[src/rtl/reset_sequencer_pkg.sv]
// Shared constants for the staged reset sequencer: FSM encoding and default delays.
package reset_sequencer_pkg;

  localparam logic [1:0] ST_HOLD     = 2'd0;
  localparam logic [1:0] ST_RELEASE  = 2'd1;
  localparam logic [1:0] ST_RUN      = 2'd2;
  localparam logic [1:0] ST_REASSERT = 2'd3;

  localparam int          DEF_CNT_W       = 24;
  localparam logic [23:0] DEF_STAGE_DELAY = 24'h008000;
  localparam logic [23:0] DEF_HOLD_CYCLES = 24'h000100;

  // Stage index width; a single-stage build still needs a 1-bit index.
  function automatic int idx_width(input int n);
    return (n > 1) ? $clog2(n) : 1;
  endfunction

endpackage

[src/rtl/reset_stage_timer.sv]
// Delay counter for the sequencer; clears itself on terminal count so it never wraps.
module reset_stage_timer #(
  parameter int CNT_W = 24
) (
  input  logic             clock,
  input  logic             reset,
  input  logic             clr,
  input  logic             en,
  input  logic [CNT_W-1:0] limit,
  output logic             tc
);

  logic [CNT_W-1:0] count;

  assign tc = en && (count == limit - CNT_W'(1));

  always_ff @(posedge clock) begin
    if (reset || clr || tc)
      count <= '0;
    else if (en)
      count <= count + CNT_W'(1);
  end

endmodule

[src/rtl/reset_sequencer.sv]
// Staged reset controller: releases reset domains in order after PLL lock and
// re-runs the sequence on lock loss or an arbitrated soft-reset request.
module reset_sequencer
  import reset_sequencer_pkg::*;
#(
  parameter int               NUM_STAGES  = 3,
  parameter int               NUM_REQ     = 2,
  parameter int               CNT_W       = DEF_CNT_W,
  parameter logic [CNT_W-1:0] STAGE_DELAY = CNT_W'(DEF_STAGE_DELAY),
  parameter logic [CNT_W-1:0] HOLD_CYCLES = CNT_W'(DEF_HOLD_CYCLES)
) (
  input  logic                  clock,
  input  logic                  reset,
  input  logic                  pll_locked,
  input  logic [NUM_REQ-1:0]    soft_req,
  output logic [NUM_REQ-1:0]    soft_ack,
  output logic [NUM_STAGES-1:0] stage_reset,
  output logic                  busy,
  output logic                  ready
);

  localparam int               IDX_W    = idx_width(NUM_STAGES);
  localparam logic [IDX_W-1:0] LAST_IDX = IDX_W'(NUM_STAGES - 1);

  logic [1:0]            state, state_nx;
  logic [IDX_W-1:0]      idx, idx_nx;
  logic [NUM_STAGES-1:0] stage_nx;
  logic [NUM_REQ-1:0]    ack_nx, grant;
  logic                  found;
  logic                  tmr_clr, tmr_en, tmr_tc;
  logic [CNT_W-1:0]      tmr_limit;

  assign tmr_limit = (state == ST_REASSERT) ? HOLD_CYCLES : STAGE_DELAY;

  reset_stage_timer #(.CNT_W(CNT_W)) u_timer (
    .clock (clock),
    .reset (reset),
    .clr   (tmr_clr),
    .en    (tmr_en),
    .limit (tmr_limit),
    .tc    (tmr_tc)
  );

  // Fixed priority: lowest-index requester wins.
  always_comb begin
    grant = '0;
    found = 1'b0;
    for (int i = 0; i < NUM_REQ; i++) begin
      if (soft_req[i] && !found) begin
        grant[i] = 1'b1;
        found    = 1'b1;
      end
    end
  end

  always_comb begin
    state_nx = state;
    idx_nx   = idx;
    stage_nx = stage_reset;
    ack_nx   = '0;
    tmr_clr  = 1'b0;
    tmr_en   = 1'b0;
    case (state)
      ST_HOLD: begin
        stage_nx = '1;
        idx_nx   = '0;
        tmr_clr  = 1'b1;
        if (pll_locked) state_nx = ST_RELEASE;
      end
      ST_RELEASE: begin
        // Lock loss outranks a stage release landing on the same edge.
        if (!pll_locked) begin
          state_nx = ST_REASSERT;
          stage_nx = '1;
          idx_nx   = '0;
          tmr_clr  = 1'b1;
        end else begin
          tmr_en = 1'b1;
          if (tmr_tc) begin
            for (int i = 0; i < NUM_STAGES; i++)
              if (IDX_W'(i) == idx) stage_nx[i] = 1'b0;
            idx_nx = idx + IDX_W'(1);
            if (idx == LAST_IDX) state_nx = ST_RUN;
          end
        end
      end
      ST_RUN: begin
        stage_nx = '0;
        tmr_clr  = 1'b1;
        if (!pll_locked) begin
          state_nx = ST_REASSERT;
          stage_nx = '1;
        end else if (|soft_req) begin
          state_nx = ST_REASSERT;
          stage_nx = '1;
          ack_nx   = grant;
        end
      end
      default: begin
        stage_nx = '1;
        idx_nx   = '0;
        tmr_en   = 1'b1;
        if (tmr_tc) state_nx = ST_HOLD;
      end
    endcase
  end

  always_ff @(posedge clock) begin
    if (reset) begin
      state       <= ST_HOLD;
      idx         <= '0;
      stage_reset <= '1;
      soft_ack    <= '0;
      ready       <= 1'b0;
      busy        <= 1'b1;
    end else begin
      state       <= state_nx;
      idx         <= idx_nx;
      stage_reset <= stage_nx;
      soft_ack    <= ack_nx;
      ready       <= (state_nx == ST_RUN);
      busy        <= (state_nx != ST_RUN);
    end
  end

endmodule
[config.mk]
export PLATFORM = sky130hd
export DESIGN_NAME = reset_sequencer
export DESIGN_NICKNAME = d
export VERILOG_FILES = /design/src/rtl/reset_sequencer_pkg.sv /design/src/rtl/reset_stage_timer.sv /design/src/rtl/reset_sequencer.sv
export SDC_FILE = /design/constraint.sdc
export NUM_CORES = 1
export LEC_CHECK = 0
export BUFFER_PORTS_ARGS = -buffer_cell sky130_fd_sc_hd__buf_4
export CAP_MARGIN = 0
export CORE_MARGIN = 10
export CORE_UTILIZATION = 53
export CTS_CLUSTER_SIZE = 20
export DETAILED_ROUTE_END_ITERATION = 8
export PLACE_DENSITY_LB_ADDON = 0.1
export SLEW_MARGIN = 10
export SYNTH_ARGS = -nofsm -noshare
export SYNTH_HDL_FRONTEND = slang
export SYNTH_SLANG_ARGS = --single-unit
[constraint.sdc]
create_clock -name clock -period 2.3 [get_ports clock]
set_input_delay 0 -clock clock [delete_from_list [all_inputs] [get_ports clock]]
set_output_delay 0 -clock clock [all_outputs]
set_load 0.01 [all_outputs]
==> impl_metrics.toml, run 1 <==
[detailed_routing]
via_per_inst = 5.692
detail_route.wirelength_um = 4187
detail_route.drc_violations = 0
via_count_of_the_routed_design = 1679
drt-pass1-iter-count = 4
post_drt_wl_per_cell_um = 14.19
antenna_left = 0
detail_route.iter0.violations = 88

[synthesis]
syn_nets = 233
synthCells = 218
synthesis.yosys.warnings = 0
syn-cell-area_um2 = 1832
post_synth_main_area_contributors = "sky130_fd_sc_hd__dfxtp_1 38%, sky130_fd_sc_hd__nor2_1 7.6%, sky130_fd_sc_hd__ha_1 6.8%"
yosys_top_cell_area_share_pct = 38.25
syn-mean-instance-area_um2 = 8.403
synth_top_cell_by_area = "sky130_fd_sc_hd__dfxtp_1"
synth_seq_cells = 35
ys_seq_area_share_pct = 38.25
netlist-cell-type-count = 37

[cts]
clock_tree.htree_level_count = 2
cts_root_buf = "sky130_fd_sc_hd__clkbuf_4"
post-cts-setup-buffer-count = 0
numCtsBuffers = 5
deepest_clock_path_buffer_count = 2
numClockSinks = 35
tritoncts_clock_tree = "done"
clock_latency_late_sink_ns = 0.34
worst_setup_hold_path_clk_slew_ns = 0.09

[sta]
timing.max_slew.rel_slack_pct = 61.42
post-route-period-util_pct = 95.76
skew_ns = 0.007494
worst_hold_check_slack_ns = 0.05654
rsz_0062_raised_after_global_routing = "no"
totalNegativeSetupSlack_ns = 0
max_freq_mhz = 454.0
timing.final.hold_violations = 0
setup_viol = 0
worst-slew-pin-transition_ns = 0.5761
slew_violations = 0
finalWorstPathRequiredPeriod_ns = 2.203

[worst_setup_path]
cp_data_arrival_time_ns = 2.44
worstSetupStartpoint = "u_timer.count[13]$_SDFFE_PP0P_"
criticalPathCategory = "register to register"
reg2reg_from = "u_timer.count[13]$_SDFFE_PP0P_"
crit_path_start_kind = "register"
critical_path_required_ns = 2.54
critical_path_peak_fanout = 4
cp_endpoint_kind = "register"

[job]
maxCapViolations = 0

[final_layout]
commonest_cells_after_routing_fill_and_taps_aside = "37 x sky130_fd_sc_hd__nor2_1, 32 x sky130_fd_sc_hd__dfxtp_1, 26 x sky130_fd_sc_hd__buf_4"
finalNonFillerCells = 295
finish.net_count = 265
post_route_cells_drive_above_1_share_pct = 17.67
antenna_cells_inserted = 0
area_delta_synth_final_pct = 17.62
filler_cell_count = 300
final_common_cell = "sky130_fd_sc_hd__nor2_1"
final_design_area_no_fill_um2 = 2155

[power_and_ir_drop]
switching_share_pct = 35.91
power_per_cell_area_nw_per_um2 = 786.7
p_int_w = 0.001086
vdd_ir_drop_max_mv = 0.6692
switching_power_of_the_nets_w = 0.0006088
post-layout-total-power_w = 0.001695
total_leakage_power_nw = 0.7711
clock_power_share_pct = 17.4
combinationalPowerShare_pct = 39.9
sequentialPowerShare_pct = 42.6

[global_route]
grt_pass1_wl_um = 7238
grt_max_degree = 25
grt.total_usage_pct = 14.22
grt_pass1_vias = 1644
grt_overflow = 0
antenna_found_initial = 0

[floorplan]
design.core.area_um2 = 3337
die_w_um = 78.79
die_height_um = 78.79
fp.dieArea_um2 = 6208
row_count = 21
num_io_pins = 12
initial_utilization_pct = 54.89

[worst_hold_path]
hp-start = "pll_locked"
hold_path_class = "input port to register"

[placement]
dpl.cell_count = 285
port_buffers = 11
post_dp_cell_area_um2 = 2068
gpl.final_weighted_congestion = 0.8767
dp_hpwl_um = 3074

[outcome]
run_status = "finished clean"
[cells in the mapped netlist (all sizes together)]
| cell | count |
|---|---|
| a2111o | 1 |
| a211oi | 1 |
| a21o | 1 |
| a21oi | 12 |
| a221oi | 1 |
| a31o | 3 |
| a31oi | 1 |
| and2 | 1 |
| and3 | 3 |
| and4 | 4 |
| and4b | 1 |
| buf | 3 |
| clkbuf | 2 |
| dfxtp | 35 |
| ha | 10 |
| inv | 6 |
| mux2i | 1 |
| nand2 | 12 |
| nand2b | 4 |
| nand3 | 13 |
| nand4 | 4 |
| nor2 | 37 |
| nor2b | 1 |
| nor3 | 6 |
| nor3b | 2 |
| nor4 | 9 |
| o211ai | 2 |
| o21ai | 11 |
| o21ba | 1 |
| o31ai | 1 |
| or3 | 3 |
| or3b | 2 |
| or4 | 1 |
| xnor2 | 14 |
| xor2 | 9 |
[worst max-delay path: stages (launching register included)]
cell,delay [ns]
sky130_fd_sc_hd__dfxtp_2,0.37
sky130_fd_sc_hd__and4_4,0.26
sky130_fd_sc_hd__or3b_4,0.39
sky130_fd_sc_hd__a2111o_1,0.40
sky130_fd_sc_hd__or4_4,0.51
sky130_fd_sc_hd__a21o_1,0.19
[path summary, 6_finish.rpt]
kind | endpoint | slack (ns) | cells past startpoint
worst max-delay path | busy$_SDFF_PP1_ | 0.1 | 5
worst min-delay path | soft_ack[1]$_SDFF_PP0_ | 0.06 | 2
worst max register to register | busy$_SDFF_PP1_ | 0.1 | 5
worst min register to register | u_timer.count[1]$_SDFFE_PP0P_ | 0.49 | 2
[power groups by stage]
stage / logic (W) / registers, W / clock network [W]
6_report: 0.000677 / 0.000723 / 0.000295
5_1_grt: 0.000772 / 0.000728 / 0.000330
4_1_cts: 0.000680 / 0.000716 / 0.000309
3_5_place_dp: 0.000673 / 0.000730 / 0
3_3_place_gp: 0.000649 / 0.000726 / 0
2_1_floorplan: 0.000414 / 0.000738 / 0
[repair_timing]
action                                  4_1_cts  5_1_grt
gates resized for setup                       0        3
hold buffers                                  4        0
endpoints found under the setup margin        0        5
endpoints found under the hold margin         3        0
[cell type report]
cell class | count | area (um^2) | area share [%]
flip-flops and latches | 35 | 706.9 | 32.81
repair buffers | 30 | 235.2 | 10.92
inverters | 6 | 22.52 | 1.045
well taps | 46 | 57.56 | 2.671
clock buffers | 6 | 41.29 | 1.916
multi-input cells | 172 | 1091 | 50.64
[metrics by stage]
| step | utilization (%) | worst slack [ns] |
|---|---|---|
| CTS | 64.42 | 0.03198 |
| global placement | 61.98 | 0.1108 |
| finish | 64.57 | 0.09744 |
| detailed placement | 61.98 | 0.04493 |
| floorplan | - | 0.01403 |
| global route | 64.57 | 0.008145 |
[cells by family (layout without fill, tap and decap cells)]
| family | count (synthesis) | count (layout) | share of synthesized area (%) |
|---|---|---|---|
| adder cells (fa/ha/maj) | 10 | 10 | 6.831 |
| multiplexers | 1 | 1 | 0.5465 |
| buffers and inverters | 11 | 42 | 2.459 |
| AO/OA/AOI/OAI | 35 | 35 | 12.02 |
| flip-flops | 35 | 35 | 38.25 |
| XOR/XNOR | 23 | 23 | 11.00 |
| AND/OR/NAND/NOR | 103 | 103 | 28.89 |
[state kept, by name (all words and copies together), names as in the netlist]
name,count
busy,1
idx,2
ready,1
soft_ack,2
stage_reset,3
state,2
u_timer.count,24
[metal layers]
| metal | vias up | GRT usage (%) | wire, um |
|---|---|---|---|
| li1 | 832 | - | - |
| met1 | 793 | 15.50 | 1791 |
| met2 | 42 | 24.75 | 2105 |
| met3 | 12 | 4.167 | 206 |
| met4 | 0 | 6.810 | 84 |
| met5 | - | 0 | 0 |
Note: power is estimated with default switching activity, not from simulation.
==> inputs of run 2 (changes only) <==
--- a/config.mk
+++ b/config.mk
@@ -8,11 +8,12 @@
 export BUFFER_PORTS_ARGS = -buffer_cell sky130_fd_sc_hd__buf_4
 export CAP_MARGIN = 0
 export CORE_MARGIN = 10
-export CORE_UTILIZATION = 53
+export CORE_UTILIZATION = 56
 export CTS_CLUSTER_SIZE = 20
 export DETAILED_ROUTE_END_ITERATION = 8
 export PLACE_DENSITY_LB_ADDON = 0.1
 export SLEW_MARGIN = 10
 export SYNTH_ARGS = -nofsm -noshare
 export SYNTH_HDL_FRONTEND = slang
+export SYNTH_HIERARCHICAL = 1
 export SYNTH_SLANG_ARGS = --single-unit
==> impl_metrics.toml, run 2 <==
[global_route]
antenna_found_initial = 0
gr-usage-met2_pct = 38.88
grt_pass1_vias = 2852
grt.total_usage_pct = 21.37
grtUsageMet1_pct = 24.61
grt_busiest_layer = "met2"
grt_max_degree = 30
grt_pass1_wl_um = 13420
groute.layer.met3.usage_pct = 3.464
grt_overflow = 0

[cts]
tritoncts_clock_tree = "done"
numCtsBuffers = 5
deepest_clock_path_buffer_count = 2
cts_root_buf = "sky130_fd_sc_hd__clkbuf_8"
clock_latency_late_sink_ns = 0.30
clock_tree.htree_level_count = 2
worst_setup_hold_path_clk_slew_ns = 0.07
numClockSinks = 35

[placement]
worst_slack_at_placement_ns = -0.6801
dp_hpwl_um = 5698
port_buffers = 11
gpl.final_weighted_congestion = 0.8785
post_dp_cell_area_um2 = 3488
dpl.cell_count = 508

[final_layout]
post_route_cells_drive_above_1_share_pct = 27.23
finalNonFillerCells = 524
largest_register_ffs = 24
antenna_cells_inserted = 0
regMostFlops = "u_timer/count"
reg_top3 = "u_timer/count x24, stage_reset x3"
final_design_area_no_fill_um2 = 3964
final_common_cell = "sky130_fd_sc_hd__conb_1"
area_delta_synth_final_pct = 47.01
commonest_cells_after_routing_fill_and_taps_aside = "83 x sky130_fd_sc_hd__conb_1, 59 x sky130_fd_sc_hd__buf_4, 33 x sky130_fd_sc_hd__dfxtp_1"
finish.net_count = 486

[power_and_ir_drop]
total_leakage_power_nw = 1.564
vdd_ir_drop_max_mv = 0.7062
combinationalPowerShare_pct = 46.8
switching_share_pct = 40.61
p_int_w = 0.001252
sequentialPowerShare_pct = 32.7
power_per_cell_area_nw_per_um2 = 531.7
switching_power_of_the_nets_w = 0.0008559
clock_power_share_pct = 20.5

[worst_hold_path]
hold-path-endpoint = "soft_ack[1]$_SDFF_PP0_"
hold_path_class = "input port to register"
hold_path_depth = 2
hp-start = "soft_req[1]"

[sta]
setup_viol = 33
post-route-period-util_pct = 129.6
totalNegativeSetupSlack_ns = -17.72
worst_hold_check_slack_ns = 0.005686
worst-slew-pin-transition_ns = 0.6258
timing.max_slew.rel_slack_pct = 57.98
slew_violations = 0
timing.final.hold_violations = 0
finalWorstPathRequiredPeriod_ns = 2.981
worst_setup_slack_after_layout_ns = -0.6811
max_freq_mhz = 335.4
rsz_0062_raised_after_global_routing = "yes"
skew_ns = 0.002061

[synthesis]
synthesis.yosys.warnings = 6
async_flop_share_pct = 0
syn-mean-instance-area_um2 = 8.049
synth_edf_count = 0
synth_top_cell_by_area = "sky130_fd_sc_hd__dfxtp_1"
synthMostInstantiatedCell = "sky130_fd_sc_hd__dfxtp_1"
yosys_top_cell_area_share_pct = 25.99
synth_seq_cells = 35
synthCells = 335
syn-cell-area_um2 = 2696
post_synth_main_area_contributors = "sky130_fd_sc_hd__dfxtp_1 26%, sky130_fd_sc_hd__xnor2_1 8.8%, sky130_fd_sc_hd__xor2_1 7.5%"
ys_seq_area_share_pct = 25.99
synthFlopType = "sky130_fd_sc_hd__dfxtp_1"
netlist-cell-type-count = 53
synth.cells.most_frequent = "35 x sky130_fd_sc_hd__dfxtp_1, 28 x sky130_fd_sc_hd__nor4_1, 27 x sky130_fd_sc_hd__xnor2_1"

[worst_setup_path]
critical_path_required_ns = 2.49
worst-r2r-setup-slack_ns = -0.68
critical_path.slowest_cell = "sky130_fd_sc_hd__or3_4"
cp_data_arrival_time_ns = 3.17
crit_path_start_kind = "register"
criticalPathCategory = "register to register"
max_stage_delay_ns = 0.37
rr_worst_depth = 13
reg2reg_from = "state[0]$_SDFF_PP0_"
critical_path_peak_fanout = 8
cell_breakdown_of_the_critical_path = "ha_4, inv_2, or3_1, or3_4, or3_1, and4b_1, o32ai_4, nor4_4, buf_6, buf_6, a21oi_4, mux2i_1, nand2b_1"
regToRegEndpoint = "stage_reset[0]$_SDFFE_PP1P_"
worstSetupStartpoint = "state[0]$_SDFF_PP0_"
cp_endpoint_kind = "register"

[floorplan]
row_count = 25
initial_utilization_pct = 57.47
die_w_um = 89.39
fp.dieArea_um2 = 7991
design.core.area_um2 = 4692
num_io_pins = 12
die_height_um = 89.39

[outcome]
run_status = "complete, but fails checks"
violations = "setup timing"

[detailed_routing]
via_count_of_the_routed_design = 2958
antenna_left = 0
detail_route.drc_violations = 0
detail_route.wirelength_um = 8900
detail_route.iter0.violations = 227
drt-pass1-iter-count = 5
post_drt_wl_per_cell_um = 16.98
via_per_inst = 5.645

[job]
maxCapViolations = 0
## run 2: changes by cell type in the layout (fill, tap and decap cells not counted), moves of 6 or more
cell and delta:
sky130_fd_sc_hd__buf_4 +33, sky130_fd_sc_hd__nor4_4 +14, sky130_fd_sc_hd__xnor2_1 +13, sky130_fd_sc_hd__nand2_1 +12, sky130_fd_sc_hd__nor2_1 -12, sky130_fd_sc_hd__a21oi_1 -6
sky130_fd_sc_hd__conb_1 +83, sky130_fd_sc_hd__nor4_2 +11, sky130_fd_sc_hd__xor2_1 +14
## run 2: stage by stage
stage	utilization [%]	total power, W
after floorplan	-	0.001193
after global placement	74.35	0.001446
after detailed placement	74.35	0.001472
after CTS	81.12	0.001979
after global routing	84.48	0.002200
final	84.48	0.002108
## run 2: logic make-up after synthesis
family                   synth area share, %
AND/OR/NAND/NOR                        33.78
XOR/XNOR                               16.24
AO/OA/AOI/OAI                          11.32
flip-flops                             25.99
buffers and inverters                  5.661
adder cells (fa/ha/maj)                4.640
multiplexers                           2.227
other                                 0.1391
## run 2: timing repair
| action | CTS | global route |
|---|---|---|
| gates resized for setup | 35 | 19 |
| pin swaps | 25 | 7 |
| endpoints found under the hold margin | 1 | 0 |
| endpoints found under the setup margin | 33 | 33 |
| hold buffers | 1 | 0 |
| buffers inserted | 5 | 5 |
## run 2: layout make-up
cell class                      count  area [um^2]
Multi-Input combinational cell    350         2550
Fill cell                         270        728.2
Sequential cell                    35        705.7
Timing Repair Buffer               65        513.0
Clock buffer                        5        68.82
Tap cell                           54        67.56
Inverter                           14        52.55
Clock inverter                      1        6.256
## run 2: layer usage
metal | vias to the layer above | routed length (um)
met5 | - | 0
met4 | 0 | 334
met3 | 37 | 550
met2 | 132 | 4444
met1 | 1383 | 3570
li1 | 1406 | -
## run 2: power by group through the flow
stage               logic, W  registers [W]  clock network (W)
floorplan           0.000469       0.000724                  0
global placement    0.000747       0.000699                  0
detailed placement  0.000772       0.000700                  0
CTS                 0.000862       0.000688           0.000429
global route         0.00106       0.000693           0.000448
finish              0.000987       0.000689           0.000431
## run 2: how the worst max path moves through the flow
stage / endpoint / slack (ns) / cells after the start
after floorplan: ready$_SDFF_PP0_ / -0.50 / 15
after global placement: ready$_SDFF_PP0_ / -0.64 / 13
after detailed placement: ready$_SDFF_PP0_ / -0.68 / 13
after CTS: ready$_SDFF_PP0_ / -0.63 / 11
after global routing: stage_reset[0]$_SDFFE_PP1P_ / -0.82 / 13
final: stage_reset[0]$_SDFFE_PP1P_ / -0.68 / 13
## run 2: critical path, delay by kind of cell, from the launching register on
kind	cells	cell delay, ns
compound gates	2	0.43
simple gates	6	1.37
flops	1	0.36
buf+inv	3	0.32
mux	1	0.22
fa+ha+maj	1	0.17
==> inputs of run 3 (changes only) <==
--- a/config.mk
+++ b/config.mk
@@ -5,6 +5,7 @@
 export SDC_FILE = /design/constraint.sdc
 export NUM_CORES = 1
 export LEC_CHECK = 0
+export ABC_AREA = 1
 export BUFFER_PORTS_ARGS = -buffer_cell sky130_fd_sc_hd__buf_4
 export CAP_MARGIN = 0
 export CORE_MARGIN = 10
==> impl_metrics.toml, run 3 <==
[final_layout]
post_route_cells_drive_above_1_share_pct = 17.79
filler_cell_count = 412
final_common_cell = "sky130_fd_sc_hd__nand2_1"
final_core_util_pct = 75.34
reg_top3 = "u_timer/count x24, stage_reset x3"
area_delta_synth_final_pct = 30.37
commonest_cells_after_routing_fill_and_taps_aside = "127 x sky130_fd_sc_hd__nand2_1, 74 x sky130_fd_sc_hd__conb_1, 73 x sky130_fd_sc_hd__nor2_1"
regMostFlops = "u_timer/count"
largest_register_ffs = 24
antenna_cells_inserted = 0
finish.net_count = 621
final_design_area_no_fill_um2 = 3872

[job]
maxCapViolations = 0

[worst_setup_path]
cell_breakdown_of_the_critical_path = "ha_2, inv_1, nor2_1, nand2_1, nor2_2, nand3_1, or2_0, nand3_1, nor2_1, nand4_2, inv_2, buf_4, o21ai_2, inv_1, o21ai_1, nor2_1"
rr_worst_depth = 16
critical_path.slowest_cell = "sky130_fd_sc_hd__dfxtp_4"
critical_path_peak_fanout = 5
regToRegEndpoint = "idx[0]$_SDFFE_PP0P_"
number_of_stages_on_the_worst_setup_path = 16
reg2reg_from = "state[1]$_SDFF_PP0_"
criticalPathCategory = "register to register"
max_stage_delay_ns = 0.39
crit_path_start_kind = "register"
cp_data_arrival_time_ns = 2.70
cpMostUsedCell = "sky130_fd_sc_hd__nor2_1"
critPathTopFamily = "simple AND/OR/NAND/NOR gates"
critical_path_required_ns = 2.48
worst-r2r-setup-slack_ns = -0.22
critical_path_buf_inv_count = 4
cp_endpoint_kind = "register"

[cts]
deepest_clock_path_buffer_count = 2
clock_latency_late_sink_ns = 0.28
clock_tree.htree_level_count = 2
numClockSinks = 35
worst_setup_hold_path_clk_slew_ns = 0.07
cts_root_buf = "sky130_fd_sc_hd__clkbuf_8"
tritoncts_clock_tree = "done"
numCtsBuffers = 5

[synthesis]
synth_seq_cells = 35
netlist-cell-type-count = 36
synth.cells.most_frequent = "128 x sky130_fd_sc_hd__nand2_1, 74 x sky130_fd_sc_hd__nor2_1, 61 x sky130_fd_sc_hd__inv_1"
synth_edf_count = 0
synthMostInstantiatedCell = "sky130_fd_sc_hd__nand2_1"
async_flop_share_pct = 0
synthesis.yosys.warnings = 6
synth_top_cell_by_area = "sky130_fd_sc_hd__dfxtp_1"
syn-cell-area_um2 = 2970
yosys_top_cell_area_share_pct = 23.59
post_synth_main_area_contributors = "sky130_fd_sc_hd__dfxtp_1 24%, sky130_fd_sc_hd__nand2_1 16%, sky130_fd_sc_hd__nor2_1 9.4%"
synthCells = 484
synthFlopType = "sky130_fd_sc_hd__dfxtp_1"
ys_seq_area_share_pct = 23.59
syn-mean-instance-area_um2 = 6.137

[global_route]
antenna_found_initial = 0
grt_pass1_vias = 3044
grt_overflow = 0
grt.total_usage_pct = 17.96
grt_max_degree = 13
grt_pass1_wl_um = 12920

[detailed_routing]
antenna_left = 0
post_drt_wl_per_cell_um = 11.79
via_count_of_the_routed_design = 3259
detail_route.iter0.violations = 181
detail_route.drc_violations = 0
via_per_inst = 4.814
drt-pass1-iter-count = 6
detail_route.wirelength_um = 7979

[outcome]
run_status = "complete, but fails checks"
violations = "setup timing"

[sta]
setup_viol = 33
worst_setup_slack_after_layout_ns = -0.2218
totalNegativeSetupSlack_ns = -2.419
post-route-period-util_pct = 109.6
skew_ns = 0.003546
timing.final.hold_violations = 0
rsz_0062_raised_after_global_routing = "yes"
slew_violations = 0
finalWorstPathRequiredPeriod_ns = 2.522
max_freq_mhz = 396.5

[floorplan]
design.core.area_um2 = 5140
fp.dieArea_um2 = 8617
row_count = 26
initial_utilization_pct = 57.79
num_io_pins = 12
die_w_um = 92.83
die_height_um = 92.83

[power_and_ir_drop]
post-layout-total-power_w = 0.002296
total_leakage_power_nw = 1.807
vdd_ir_drop_max_mv = 0.6400
power_per_cell_area_nw_per_um2 = 592.8

[worst_hold_path]
hold_path_depth = 3
hp-start = "pll_locked"
hold_path_class = "input port to register"
hold-path-endpoint = "soft_ack[0]$_SDFF_PP0_"

[placement]
gpl.final_weighted_congestion = 0.9578
port_buffers = 11
worst_slack_at_placement_ns = -0.2503
dp_hpwl_um = 5956
post_dp_cell_area_um2 = 3630
==> run 3: cell types whose count changed after synthesis, sizes merged, moves of 15 or more <==
| cell | before | now |
|---|---|---|
| inv | 14 | 63 |
| nand2 | 25 | 139 |
| nand3 | 13 | 38 |
| nor2 | 25 | 95 |
| nor4 | 32 | 5 |
| xnor2 | 27 | 12 |
==> run 3: power by group <==
group	total (W)	internal, W	switching (W)
clock network	0.000433	0.000212	0.000220
logic	0.00114	0.000526	0.000614
registers	0.000722	0.000668	0.0000536
total	0.00230	0.00141	0.000889
==> run 3: stage by stage <==
stage	hold slack, ns	instances
after floorplan	0.05228	557
after global placement	0.1732	659
after detailed placement	0.1787	659
after CTS	0.03011	676
after global routing	0.06380	677
final	0.03888	677
==> run 3: logic make-up (layout without fill, tap and decap cells) <==
kind of cell	after synthesis	count (layout)	share of synthesized area, %
muxes	1	1	0.3370
xor gates and xnor gates	34	34	10.03
buffers and inverters	68	118	9.477
and+or+nand+nor	310	310	47.43
AOI/OAI and AO/OA	25	25	4.802
adders and majority gates	10	10	4.212
DFF	35	35	23.59
other	1	74	0.1262
==> run 3: metal layers <==
layer / wire length, um / global-route usage, %
met1: 3529 / 21.74
met2: 3811 / 30.55
met3: 419 / 2.825
met4: 218 / 7.841
met5: 0 / 0
==> run 3: worst min-delay path, cell delays in order <==
cell                      delay, ns
sky130_fd_sc_hd__buf_4         0.14
sky130_fd_sc_hd__nand3_1       0.10
sky130_fd_sc_hd__nor2_1        0.04
==> run 3: timing repair <==
action	in CTS	in global routing
pin swaps	6	14
endpoints found under the setup margin	12	33
buffers inserted	5	1
gates cloned	1	0
endpoints found under the hold margin	4	0
hold buffers	3	0
gates resized for setup	4	8
==> run 3: how the worst max path moves through the flow <==
stage	start	to	slack, ns
2_1_floorplan	state[1]$_SDFF_PP0_	busy$_SDFF_PP1_	-0.03
5_1_grt	state[0]$_SDFF_PP0_	busy$_SDFF_PP1_	-0.44
3_5_place_dp	state[1]$_SDFF_PP0_	busy$_SDFF_PP1_	-0.25
4_1_cts	state[1]$_SDFF_PP0_	idx[0]$_SDFFE_PP0P_	-0.15
6_report	state[1]$_SDFF_PP0_	idx[0]$_SDFFE_PP0P_	-0.22
3_3_place_gp	state[1]$_SDFF_PP0_	busy$_SDFF_PP1_	-0.21
==> run 3: final cells by class <==
| type | instances | area (um^2) | area share (%) |
|---|---|---|---|
| multi-input combinational | 454 | 2349 | 60.65 |
| sequential | 35 | 708.2 | 18.29 |
| timing repair buffer | 47 | 405.4 | 10.47 |
| inverter | 63 | 239.0 | 6.171 |
| tap | 70 | 87.58 | 2.262 |
| clock buffer | 6 | 72.57 | 1.874 |
| clock inverter | 2 | 11.26 | 0.2908 |
